## src/rtl/delay_line_pkg.sv

```systemverilog
// Shared constants, state encoding and depth lookup for the delay-line bank.
package delay_line_pkg;

  localparam int unsigned WIDTH  = 8;
  localparam int unsigned DEPTH0 = 30;
  localparam int unsigned DEPTH1 = 45;
  localparam int unsigned DEPTH2 = 60;
  localparam int unsigned DEPTH3 = 90;
  localparam int unsigned CNT_W  = 7;
  localparam int unsigned GAIN_W = 4;
  localparam logic [GAIN_W-1:0] GAIN_MAX = 4'd8;

  typedef enum logic {
    FILL = 1'b0,
    RUN  = 1'b1
  } state_e;

  function automatic logic [CNT_W-1:0] depth_lookup(
    input logic [1:0]  sel,
    input int unsigned d0,
    input int unsigned d1,
    input int unsigned d2,
    input int unsigned d3
  );
    logic [CNT_W-1:0] d;
    case (sel)
      2'd0:    d = CNT_W'(d0);
      2'd1:    d = CNT_W'(d1);
      2'd2:    d = CNT_W'(d2);
      default: d = CNT_W'(d3);
    endcase
    return d;
  endfunction

endpackage

```

## src/rtl/mix_datapath.sv

```systemverilog
// Two-stage weighted dry/tap mix: multiply, then add with round-half-up and divide by 8.
module mix_datapath
  import delay_line_pkg::*;
#(
  parameter int unsigned DW = delay_line_pkg::WIDTH
) (
  input  logic              clk,
  input  logic              rst,
  input  logic              en,
  input  logic [DW-1:0]     dry_in,
  input  logic [DW-1:0]     tap_in,
  input  logic [GAIN_W-1:0] g,
  input  logic              run,
  output logic [DW-1:0]     mix_out,
  output logic              out_valid
);

  localparam int unsigned PROD_W = DW + 4;

  logic [PROD_W-1:0] p_dry_q, p_dry_d;
  logic [PROD_W-1:0] p_tap_q, p_tap_d;
  logic              v1_q, v1_d;
  logic [DW-1:0]     mix_q, mix_d;
  logic              v2_q, v2_d;
  logic [PROD_W-1:0] sum;

  always_comb begin
    p_dry_d = PROD_W'(dry_in) * PROD_W'(GAIN_MAX - g);
    p_tap_d = PROD_W'(tap_in) * PROD_W'(g);
    v1_d    = run;
    // Weights total 8, so the rounded sum never exceeds full scale.
    sum     = p_dry_q + p_tap_q + PROD_W'(4);
    mix_d   = DW'(sum >> 3);
    v2_d    = v1_q;
  end

  always_ff @(posedge clk) begin
    if (rst) begin
      p_dry_q <= '0;
      p_tap_q <= '0;
      v1_q    <= 1'b0;
      mix_q   <= '0;
      v2_q    <= 1'b0;
    end else if (en) begin
      p_dry_q <= p_dry_d;
      p_tap_q <= p_tap_d;
      v1_q    <= v1_d;
      mix_q   <= mix_d;
      v2_q    <= v2_d;
    end
  end

  assign mix_out   = mix_q;
  assign out_valid = v2_q;

endmodule

```

## src/rtl/delay_tap_mixer.sv

```systemverilog
// Echo mixer: tracks tap selection, blanks the echo while the new delay line refills.
module delay_tap_mixer #(
  parameter int unsigned WIDTH  = delay_line_pkg::WIDTH,
  parameter int unsigned DEPTH0 = delay_line_pkg::DEPTH0,
  parameter int unsigned DEPTH1 = delay_line_pkg::DEPTH1,
  parameter int unsigned DEPTH2 = delay_line_pkg::DEPTH2,
  parameter int unsigned DEPTH3 = delay_line_pkg::DEPTH3
) (
  input  logic             clk,
  input  logic             rst,
  input  logic             en,
  input  logic [WIDTH-1:0] dry_in,
  input  logic [WIDTH-1:0] tap_in,
  input  logic [1:0]       tap_sel,
  input  logic [3:0]       gain,
  output logic [WIDTH-1:0] mix_out,
  output logic             out_valid,
  output logic             settle_busy
);

  import delay_line_pkg::*;

  state_e            st_q, st_d;
  logic [1:0]        sel_q, sel_d;
  logic [CNT_W-1:0]  cnt_q, cnt_d;
  logic [GAIN_W-1:0] g;
  logic              run;

  always_ff @(posedge clk) begin
    if (rst) begin
      st_q  <= FILL;
      sel_q <= '0;
      cnt_q <= CNT_W'(DEPTH0);
    end else if (en) begin
      st_q  <= st_d;
      sel_q <= sel_d;
      cnt_q <= cnt_d;
    end
  end

  // A new selection reloads from either state; FILL ends on the cycle cnt reaches 1.
  always_comb begin
    st_d  = st_q;
    sel_d = sel_q;
    cnt_d = cnt_q;
    if (tap_sel != sel_q) begin
      sel_d = tap_sel;
      cnt_d = depth_lookup(tap_sel, DEPTH0, DEPTH1, DEPTH2, DEPTH3);
      st_d  = FILL;
    end else if (st_q == FILL) begin
      if (cnt_q == CNT_W'(1)) begin
        st_d = RUN;
      end else begin
        cnt_d = cnt_q - CNT_W'(1);
      end
    end
  end

  always_comb begin
    settle_busy = (st_q == FILL);
    run         = (st_q == RUN);
    g           = '0;
    if (st_q == RUN) begin
      g = (gain > GAIN_MAX) ? GAIN_MAX : gain;
    end
  end

  mix_datapath #(
    .DW(WIDTH)
  ) u_mix_datapath (
    .clk      (clk),
    .rst      (rst),
    .en       (en),
    .dry_in   (dry_in),
    .tap_in   (tap_in),
    .g        (g),
    .run      (run),
    .mix_out  (mix_out),
    .out_valid(out_valid)
  );

endmodule

```

## config.mk

```make
export PLATFORM = sky130hd
export DESIGN_NAME = delay_tap_mixer
export DESIGN_NICKNAME = d
export VERILOG_FILES = /design/src/rtl/delay_line_pkg.sv /design/src/rtl/mix_datapath.sv /design/src/rtl/delay_tap_mixer.sv
export SDC_FILE = /design/constraint.sdc
export NUM_CORES = 1
export LEC_CHECK = 0
export ABC_CLOCK_PERIOD_IN_PS = 14150
export BUFFER_PORTS_ARGS = -buffer_cell sky130_fd_sc_hd__buf_2
export CAP_MARGIN = 15
export CORE_MARGIN = 2
export CORE_UTILIZATION = 55
export CTS_CLUSTER_SIZE = 40
export DETAILED_ROUTE_END_ITERATION = 7
export PLACE_DENSITY_LB_ADDON = 0.12
export SETUP_SLACK_MARGIN = 0.3
export SYNTH_ARGS = -nofsm -noshare
export SYNTH_HDL_FRONTEND = slang
export SYNTH_SLANG_ARGS = --single-unit
```

## constraint.sdc

```tcl
create_clock -name clk -period 14.15 [get_ports clk]
set_input_delay 2.1225 -clock clk [delete_from_list [all_inputs] [get_ports clk]]
set_output_delay 2.1225 -clock clk [all_outputs]
set_load 0.02 [all_outputs]
```

==> metrics.txt, run 1 <==
kind of critical path input pin to flip-flop; Avg WL per Cell 13.80 um; boundary pin count 35; hold depth 2; Mean Syn Cell Area 9.055 um2; Mapped Cells 494; Die Wd 94.18 um; Arr. time, crit path 7.00 ns; via/cell ratio 5.285; Max Fclk 146.5 MHz; root buffer cell clkbuf_8; final routed DRC violation total 0; Tmin final 6.826 ns; run status finished, final reports clean; FP Rows 32; fin. max-slew vios 0; total core area 7807 um2; DP Area 4770 um2; largest net degree at the start of global routing 45; Post-CTS Hold Buffers 0; crit share post-route 48.24%; Mapped Area 4473 um2; via count 3372; post-layout utilization of the core 62.53%; Worst Setup Slack, final 7.324 ns; first-pass GRT wire length 14800 um; post-route cell area 4882 um2; ANT cells 0; RSZ-0062 raised after global routing no; Routed WL 8805 um; Synth Register Bits 42; DRT iter0 DRCs 97; H-tree depth 2; max cap viols 0; Seq/Total Area, Yosys 18.80%; die span in y 94.18 um; share of layout cells above drive strength 1 10.63%; GRT Resource Usage Total 21.04%; Final ANT Viol Nets 0; IO Port Bufs 34; Die Area 8870 um2; Initial Util 57.29%; Synth warnings 0; worst-margin pin slew 1.009 ns; reg2reg path depth 20; grt total ovfl 0; post-CTS sizing 0; vias in the first global route 3225; Post-CTS Repair Setup Buffers 0; CTS Buf Count 5; Worst Skew 0.009160 ns; Layout area overhead 9.147%; First-pass DRT Iterations 4; Worst Hold Class flip-flop to flip-flop; Crit-path slowest cell fa_1; Pleak 2.486 nW; CP max FO 23; clk slew on worst S/H paths 0.08 ns; setup_tns 0 ns; Crit. End Element flip-flop; final hold violation count 0; # setup viols final 0; clk_lat worst skew 0.29 ns; initial antenna violation count 0; VDD IR-drop max 0.00006414 V; required time worst endpoint 14.33 ns; Critical Path Start Type input pin; Yosys cell types 52; Max transition margin 32.72%; GP Congestion 0.9166; CTS tree done; CTS max path bufs 2; CP cell instances buf_2, nor2_2, and2_1, inv_1, ha_1, xnor2_2, nand2_1, fa_1, fa_1, inv_1, fa_1, inv_1, fa_1, inv_1, ha_1, o21a_1, a21oi_1, a21oi_1, xnor2_1, o21ai_1; PD cells 77.93 nW/um2; Clock Sinks 42; max incr delay on CP 0.55 ns; DPL Wire Length 7234 um; Power, Total 0.3805 mW; Placement Setup Slack 7.071 ns; NumNets Final 659
## Yosys cell counts, drive strengths merged
| master | count | share of area (%) |
|---|---|---|
| a21boi | 2 | 0.34 |
| a21oi | 14 | 1.7 |
| o31ai | 1 | 0.48 |
| o22ai | 3 | 0.42 |
| a22oi | 2 | 0.34 |
| and4b | 1 | 0.22 |
| or3b | 1 | 0.20 |
| nor4 | 1 | 0.28 |
| fa | 41 | 18 |
| and3 | 23 | 3.2 |
| a41oi | 1 | 0.36 |
| nor3b | 5 | 0.84 |
| nand3b | 1 | 0.17 |
| o41ai | 3 | 1.4 |
| o21ai | 20 | 2.4 |
| nand2b | 10 | 1.4 |
| mux2i | 22 | 4.9 |
| inv | 67 | 5.6 |
| dfxtp | 42 | 19 |
| o211ai | 1 | 0.17 |
| o21a | 5 | 0.84 |
| conb | 2 | 0.17 |
| or4b | 1 | 0.22 |
| buf | 4 | 0.45 |
| ha | 57 | 16 |
| and2 | 20 | 2.8 |
| xnor2 | 22 | 4.5 |
| nor2b | 2 | 0.28 |
| o311ai | 1 | 0.20 |
| clkbuf | 11 | 0.92 |
| a311o | 1 | 0.22 |
| a211oi | 3 | 0.62 |
| xor2 | 11 | 2.2 |
| or3 | 1 | 0.14 |
| nand3 | 5 | 0.56 |
| a221o | 1 | 0.22 |
| a31o | 1 | 0.39 |
| nor2 | 37 | 3.2 |
| a21o | 3 | 0.50 |
| nand2 | 41 | 3.5 |
| o2bb2ai | 1 | 0.20 |
| nor3 | 3 | 0.45 |
## sequential cells by signal, indices dropped and copies added, names as in the netlist
signal and cells:
u_mix_datapath.p_tap_q 11, u_mix_datapath.p_dry_q 11, u_mix_datapath.mix_out 8, sel_q 2
u_mix_datapath.out_valid 1, cnt_q 7, run 1, u_mix_datapath.v1_q 1
## cells in the final DEF (no fill, tap or decap), types with 2 or more instances in the layout
master / instances
buf_2: 34
nand3_1: 5
fa_1: 41
nand2_1: 40
xnor2_1: 21
nor3b_1: 5
nand2b_1: 10
conb_1: 18
inv_1: 66
o21ai_1: 2
ha_1: 57
nor2_1: 36
clkbuf_8: 6
nor3_1: 2
o22ai_1: 3
dfxtp_1: 42
xor2_1: 11
and3_1: 23
mux2i_1: 22
o21ai_0: 16
o21a_1: 5
a21boi_0: 2
o21ai_2: 2
a211oi_1: 2
a21o_1: 3
nor2b_1: 2
a22oi_1: 2
o41ai_4: 2
a21oi_1: 13
and2_1: 20
## where the power goes
group          internal, mW  leakage, nW  switching, mW
clock network        0.0565       0.0573         0.0408
logic                0.0677         2.09         0.0807
registers             0.128        0.342        0.00657
## kinds of logic after synthesis
kind of cell	count (synthesis)	share of synthesized area (%)
XOR/XNOR	33	6.629
multiplexers	22	4.923
flip-flops	42	18.80
AO/OA/AOI/OAI	63	10.77
adder cells (fa/ha/maj)	98	34.29
buffers and inverters	82	6.993
other	2	0.1679
AND/OR/NAND/NOR	152	17.43
## area by class of cell
| class | instances | area [um2] |
|---|---|---|
| multi-input cells | 386 | 3379 |
| repair buffers | 34 | 170.2 |
| fillers | 701 | 2925 |
| clock buffers | 6 | 82.58 |
| flip-flops and latches | 42 | 840.8 |
| clock inverters | 1 | 30.03 |
| inverters | 67 | 251.5 |
| well taps | 102 | 127.6 |
## worst paths after layout
kind | from | endpoint | slack, ns
max | gain[3] | u_mix_datapath.p_dry_q[10]$_SDFFE_PP0P_ | 7.32
min | u_mix_datapath.mix_out[3]$_SDFFE_PP0P_ | u_mix_datapath.mix_out[3]$_SDFFE_PP0P_ | 0.45
max reg2reg | run$_SDFFE_PP0P_ | u_mix_datapath.p_dry_q[10]$_SDFFE_PP0P_ | 8.48
min reg2reg | u_mix_datapath.mix_out[3]$_SDFFE_PP0P_ | u_mix_datapath.mix_out[3]$_SDFFE_PP0P_ | 0.45
## routing by layer
metal | share of wire [%] | GRT usage, % | up-vias
met5 | 0 | 0 | -
met4 | 2.4 | 6.401 | 0
met3 | 2.3 | 2.568 | 20
met2 | 49 | 34.64 | 52
met1 | 47 | 28.96 | 1609
li1 | - | - | 1691
## metrics by stage
stage / hold WS, ns / cells
detailed placement: 0.4396 / 631
global route: 0.4852 / 638
floorplan: 0.4315 / 510
finish: 0.4511 / 638
CTS: 0.4597 / 638
global placement: 0.4310 / 631
## critical path, delay by kind of cell
family / cells / cell delay, ns
AOI/OAI and AO/OA: 4 / 0.50
and+or+nand+nor: 3 / 0.93
buffers and inverters: 5 / 0.34
xor gates and xnor gates: 2 / 0.50
adders and majority gates: 6 / 2.62
Note: power is estimated with default switching activity, not from simulation.
==> inputs of run 2 (changes only) <==
--- a/config.mk
+++ b/config.mk
@@ -5,7 +5,7 @@
 export SDC_FILE = /design/constraint.sdc
 export NUM_CORES = 1
 export LEC_CHECK = 0
-export ABC_CLOCK_PERIOD_IN_PS = 14150
+export ABC_CLOCK_PERIOD_IN_PS = 5800
 export BUFFER_PORTS_ARGS = -buffer_cell sky130_fd_sc_hd__buf_2
 export CAP_MARGIN = 15
 export CORE_MARGIN = 2
==> constraint.sdc (replaced) <==
create_clock -name clk -period 5.8 [get_ports clk]
set_input_delay 0.87 -clock clk [delete_from_list [all_inputs] [get_ports clk]]
set_output_delay 0.87 -clock clk [all_outputs]
set_load 0.02 [all_outputs]
==> metrics.txt, run 2 (synthesized netlist as in run 1, its figures left out) <==
run status finished, final reports clean; Die Wd 94.18 um; met3 wire len 176 um; final routed DRC violation total 0; Post-CTS Hold Buffers 0; Final ANT Viol Nets 0; worst-margin pin slew 0.9690 ns; RSZ-0062 raised after global routing no; Max transition margin 35.40%; crit share post-route 89.08%; Worst Hold Launch u_mix_datapath.mix_out[3]$_SDFFE_PP0P_; total core area 7807 um2; Met1 Wirelength 4091 um; Crit. End Element flip-flop; wire length on met2 3999 um; H-tree depth 2; CTS max path bufs 2; Critical Path Start Type input pin; Die Area 8870 um2; ANT cells 0; VDD IR-drop max 0.00008164 V; max cap viols 0; Routed WL 8326 um; fin. max-slew vios 0; share of layout cells above drive strength 1 11.46%; First-pass DRT Iterations 4; commonest non-fill, non-tap cell in the layout inv_1; CP max FO 13; most frequent cells in the layout inv_1, ha_1, dfxtp_1; CTS Buf Count 5; Avg WL per Cell 12.95 um; Arr. time, crit path 5.35 ns; first-pass GRT wire length 14140 um; Worst Hold Class flip-flop to flip-flop; Critical R2R Launch run$_SDFFE_PP0P_; largest net degree at the start of global routing 45; FP Rows 32; # setup viols final 0; Clock Sinks 42; Pleak 2.498 nW; IO Port Bufs 34; via/cell ratio 5.202; root buffer cell clkbuf_8; NumNets Final 663; kind of critical path input pin to flip-flop; clk_lat worst skew 0.29 ns; final hold violation count 0; setup_tns 0 ns; Max Fclk 193.6 MHz; Power, Total 0.8828 mW; DPL Wire Length 6882 um; initial antenna violation count 0; Critical path origin gain[3]; CTS tree done; Layout area overhead 9.538%; required time worst endpoint 5.98 ns; clk slew on worst S/H paths 0.08 ns; die span in y 94.18 um; DRT iter0 DRCs 107; via count 3345; grt total ovfl 0; Initial Util 57.29%; Worst Skew 0.008845 ns; PD cells 180.2 nW/um2; vias in the first global route 3123; Tmin final 5.166 ns; GP Congestion 0.8243; boundary pin count 35; GRT Resource Usage Total 19.92%; post-layout utilization of the core 62.76%; top routing layer in use met4
[run 2: worst max-delay path, cell delays in order]
cell and delay, ns:
buf_2 0.15, nor2_4 0.21, and2_1 0.26, inv_1 0.07, ha_1 0.37, and2_1 0.21, fa_1 0.53, inv_1 0.05
fa_1 0.49, inv_1 0.05, fa_1 0.53, inv_1 0.06, fa_1 0.52, inv_1 0.04, ha_1 0.33, o21a_1 0.20
nor2_1 0.08, a21oi_1 0.05, xnor2_1 0.18, o21ai_1 0.08
[run 2: worst paths after layout]
check	slack, ns	cells after the start	to
setup / recovery	0.63	20	u_mix_datapath.p_dry_q[10]$_SDFFE_PP0P_
hold / removal	0.46	2	u_mix_datapath.mix_out[3]$_SDFFE_PP0P_
setup reg to reg	0.92	20	u_mix_datapath.p_dry_q[10]$_SDFFE_PP0P_
hold reg to reg	0.46	2	u_mix_datapath.mix_out[3]$_SDFFE_PP0P_
[run 2: area by class of cell]
type,instances,area (um2)
clock buffer,6,82.58
fill,694,2908
sequential,42,840.8
inverter,67,251.5
tap,102,127.6
timing repair buffer,38,200.2
clock inverter,2,12.51
multi-input combinational,386,3385
[run 2: where the power goes]
part	leakage (nW)	internal (mW)	switching (mW)	total [mW]
Sequential	0.342	0.313	0.0167	0.330
Clock	0.0472	0.0957	0.100	0.196
Combinational	2.11	0.164	0.194	0.358
[run 2: timing repair]
item                       CTS  global route
setup endpoints to repair    0             1
setup buffers                0             0
gates resized for setup      0             1
[run 2: metrics by stage]
stage,setup WS [ns],instance area (um2),hold WS (ns),std cells
after floorplan,0.8281,4533,0.4315,510
after global placement,0.3294,4800,0.4348,635
after detailed placement,0.2033,4800,0.4514,635
after CTS,0.5181,4895,0.4659,643
after global routing,0.3868,4900,0.4998,643
final,0.6336,4900,0.4625,643
[run 2: layer usage]
layer / GRT usage [%] / vias to the layer above
met5: 0 / -
met4: 3.502 / 0
met3: 2.809 / 7
met2: 33.27 / 45
met1: 27.81 / 1602
li1: - / 1691
==> inputs of run 3 (changes only) <==
--- a/config.mk
+++ b/config.mk
@@ -9,7 +9,7 @@
 export BUFFER_PORTS_ARGS = -buffer_cell sky130_fd_sc_hd__buf_2
 export CAP_MARGIN = 15
 export CORE_MARGIN = 2
-export CORE_UTILIZATION = 55
+export CORE_UTILIZATION = 50
 export CTS_CLUSTER_SIZE = 40
 export DETAILED_ROUTE_END_ITERATION = 7
 export PLACE_DENSITY_LB_ADDON = 0.12
==> metrics.txt, run 3 (synthesized netlist as in run 1, its figures left out) <==
Post-CTS Hold Buffers 0; Final ANT Viol Nets 0; combinational power share 40.5%; CTS Buf Count 5; Max Fclk 197.3 MHz; Crit-path slowest cell fa_1; final hold violation count 0; CP cell instances buf_2, nor2_2, and2_1, inv_1, ha_1, and2_1, fa_1, inv_1, fa_1, inv_1, fa_1, inv_1, fa_1, inv_1, ha_1, o21a_1, nor2_1, a21oi_1, xnor2_1, o21ai_1; largest net degree at the start of global routing 45; sequential share of power 36.9%; First-pass DRT Iterations 4; post-route cell area 4900 um2; fin. max-slew vios 0; DP Area 4807 um2; PD cells 181.9 nW/um2; die span in y 98.59 um; CTS tree done; Die Area 9719 um2; ANT cells 0; via/cell ratio 5.049; vias in the first global route 3259; Max transition margin 34.69%; IO Port Bufs 34; clk slew on worst S/H paths 0.09 ns; CP max FO 8; post-CTS sizing 0; crit path buf inv count 6; Internal 0.5646 mW; most frequent cells in the layout inv_1, ha_1, dfxtp_1; DPL Wire Length 6941 um; Arr. time, crit path 5.26 ns; Pleak 2.492 nW; post-layout utilization of the core 56.46%; GP Congestion 0.8304; Crit. End Element flip-flop; VDD IR-drop max 0.0001030 V; RSZ-0062 raised after global routing no; most frequent CP cell inv_1; grt total ovfl 0; H-tree depth 2; switching share of power 36.65%; Worst Skew 0.008131 ns; final routed DRC violation total 0; required time worst endpoint 5.99 ns; Clock Sinks 42; DRT iter0 DRCs 139; max cap viols 0; Post-CTS Repair Setup Buffers 0; boundary pin count 35; # setup viols final 0; clock share of power 22.5%; Layout area overhead 9.538%; Critical Path Start Type input pin; crit share post-route 87.40%; clk_lat worst skew 0.30 ns; total core area 8678 um2; FP Rows 34; worst-margin pin slew 0.9797 ns; via count 3277; max incr delay on CP 0.54 ns; CTS max path bufs 2; Initial Util 51.54%; share of layout cells above drive strength 1 11.46%; GRT Resource Usage Total 18.52%; initial antenna violation count 0; worst hold slack 0.4460 ns; setup_tns 0 ns; kind of critical path input pin to flip-flop; Avg WL per Cell 13.15 um; NumNets Final 663; run status finished, final reports clean; root buffer cell clkbuf_8; Worst Hold Class flip-flop to flip-flop; commonest non-fill, non-tap cell in the layout inv_1; first-pass GRT wire length 14850 um; Power, Total 0.8912 mW; P_sw 0.3266 mW; CP top delay family adder cells; Tmin final 5.069 ns; Routed WL 8536 um; Die Wd 98.59 um
[run 3: power by group through the flow]
stage	logic [mW]	registers, mW	clock network, mW
CTS	0.364	0.329	0.211
finish	0.361	0.329	0.201
global placement	0.353	0.335	0
floorplan	0.277	0.338	0
detailed placement	0.362	0.336	0
global route	0.419	0.332	0.220
[run 3: worst paths after layout]
check / slack (ns) / endpoint / depth (start not counted) / from
setup / recovery: 0.73 / u_mix_datapath.p_dry_q[10]$_SDFFE_PP0P_ / 20 / gain[3]
hold / removal: 0.45 / u_mix_datapath.mix_out[6]$_SDFFE_PP0P_ / 2 / u_mix_datapath.mix_out[6]$_SDFFE_PP0P_
setup reg to reg: 1.00 / u_mix_datapath.p_dry_q[10]$_SDFFE_PP0P_ / 20 / run$_SDFFE_PP0P_
hold reg to reg: 0.45 / u_mix_datapath.mix_out[6]$_SDFFE_PP0P_ / 2 / u_mix_datapath.mix_out[6]$_SDFFE_PP0P_
[run 3: area by class of cell]
class                           count  area, um2
Fill cell                         814       3779
Multi-Input combinational cell    386       3379
Tap cell                          108      135.1
Clock buffer                        5      68.82
Clock inverter                      3      23.77
Timing Repair Buffer               38      200.2
Sequential cell                    42      840.8
Inverter                           67      251.5
[run 3: metrics by stage]
step	setup WS (ns)	cells
CTS	0.7417	649
detailed placement	0.4077	641
floorplan	0.8281	510
finish	0.7306	649
global placement	0.5719	641
global route	0.4298	649
[run 3: worst reg2reg max path, cell delays in order, from the launching register on]
cell and delay, ns:
dfxtp_1 0.35, inv_2 0.07, nor2_2 0.14, and2_1 0.23, inv_1 0.07, ha_1 0.37
and2_1 0.22, fa_1 0.53, inv_1 0.05, fa_1 0.50, inv_1 0.06, fa_1 0.54
inv_1 0.06, fa_1 0.52, inv_1 0.04, ha_1 0.33, o21a_1 0.20, nor2_1 0.08
a21oi_1 0.06, xnor2_1 0.18, o21ai_1 0.09
[run 3: metal layers]
layer / global-route usage [%] / share of wire [%] / up-vias
met5: 0 / 0 / -
met4: 4.426 / 1.4 / 0
met3: 2.482 / 1.9 / 8
met2: 30.87 / 47 / 35
met1: 25.73 / 50 / 1544
li1: - / - / 1690
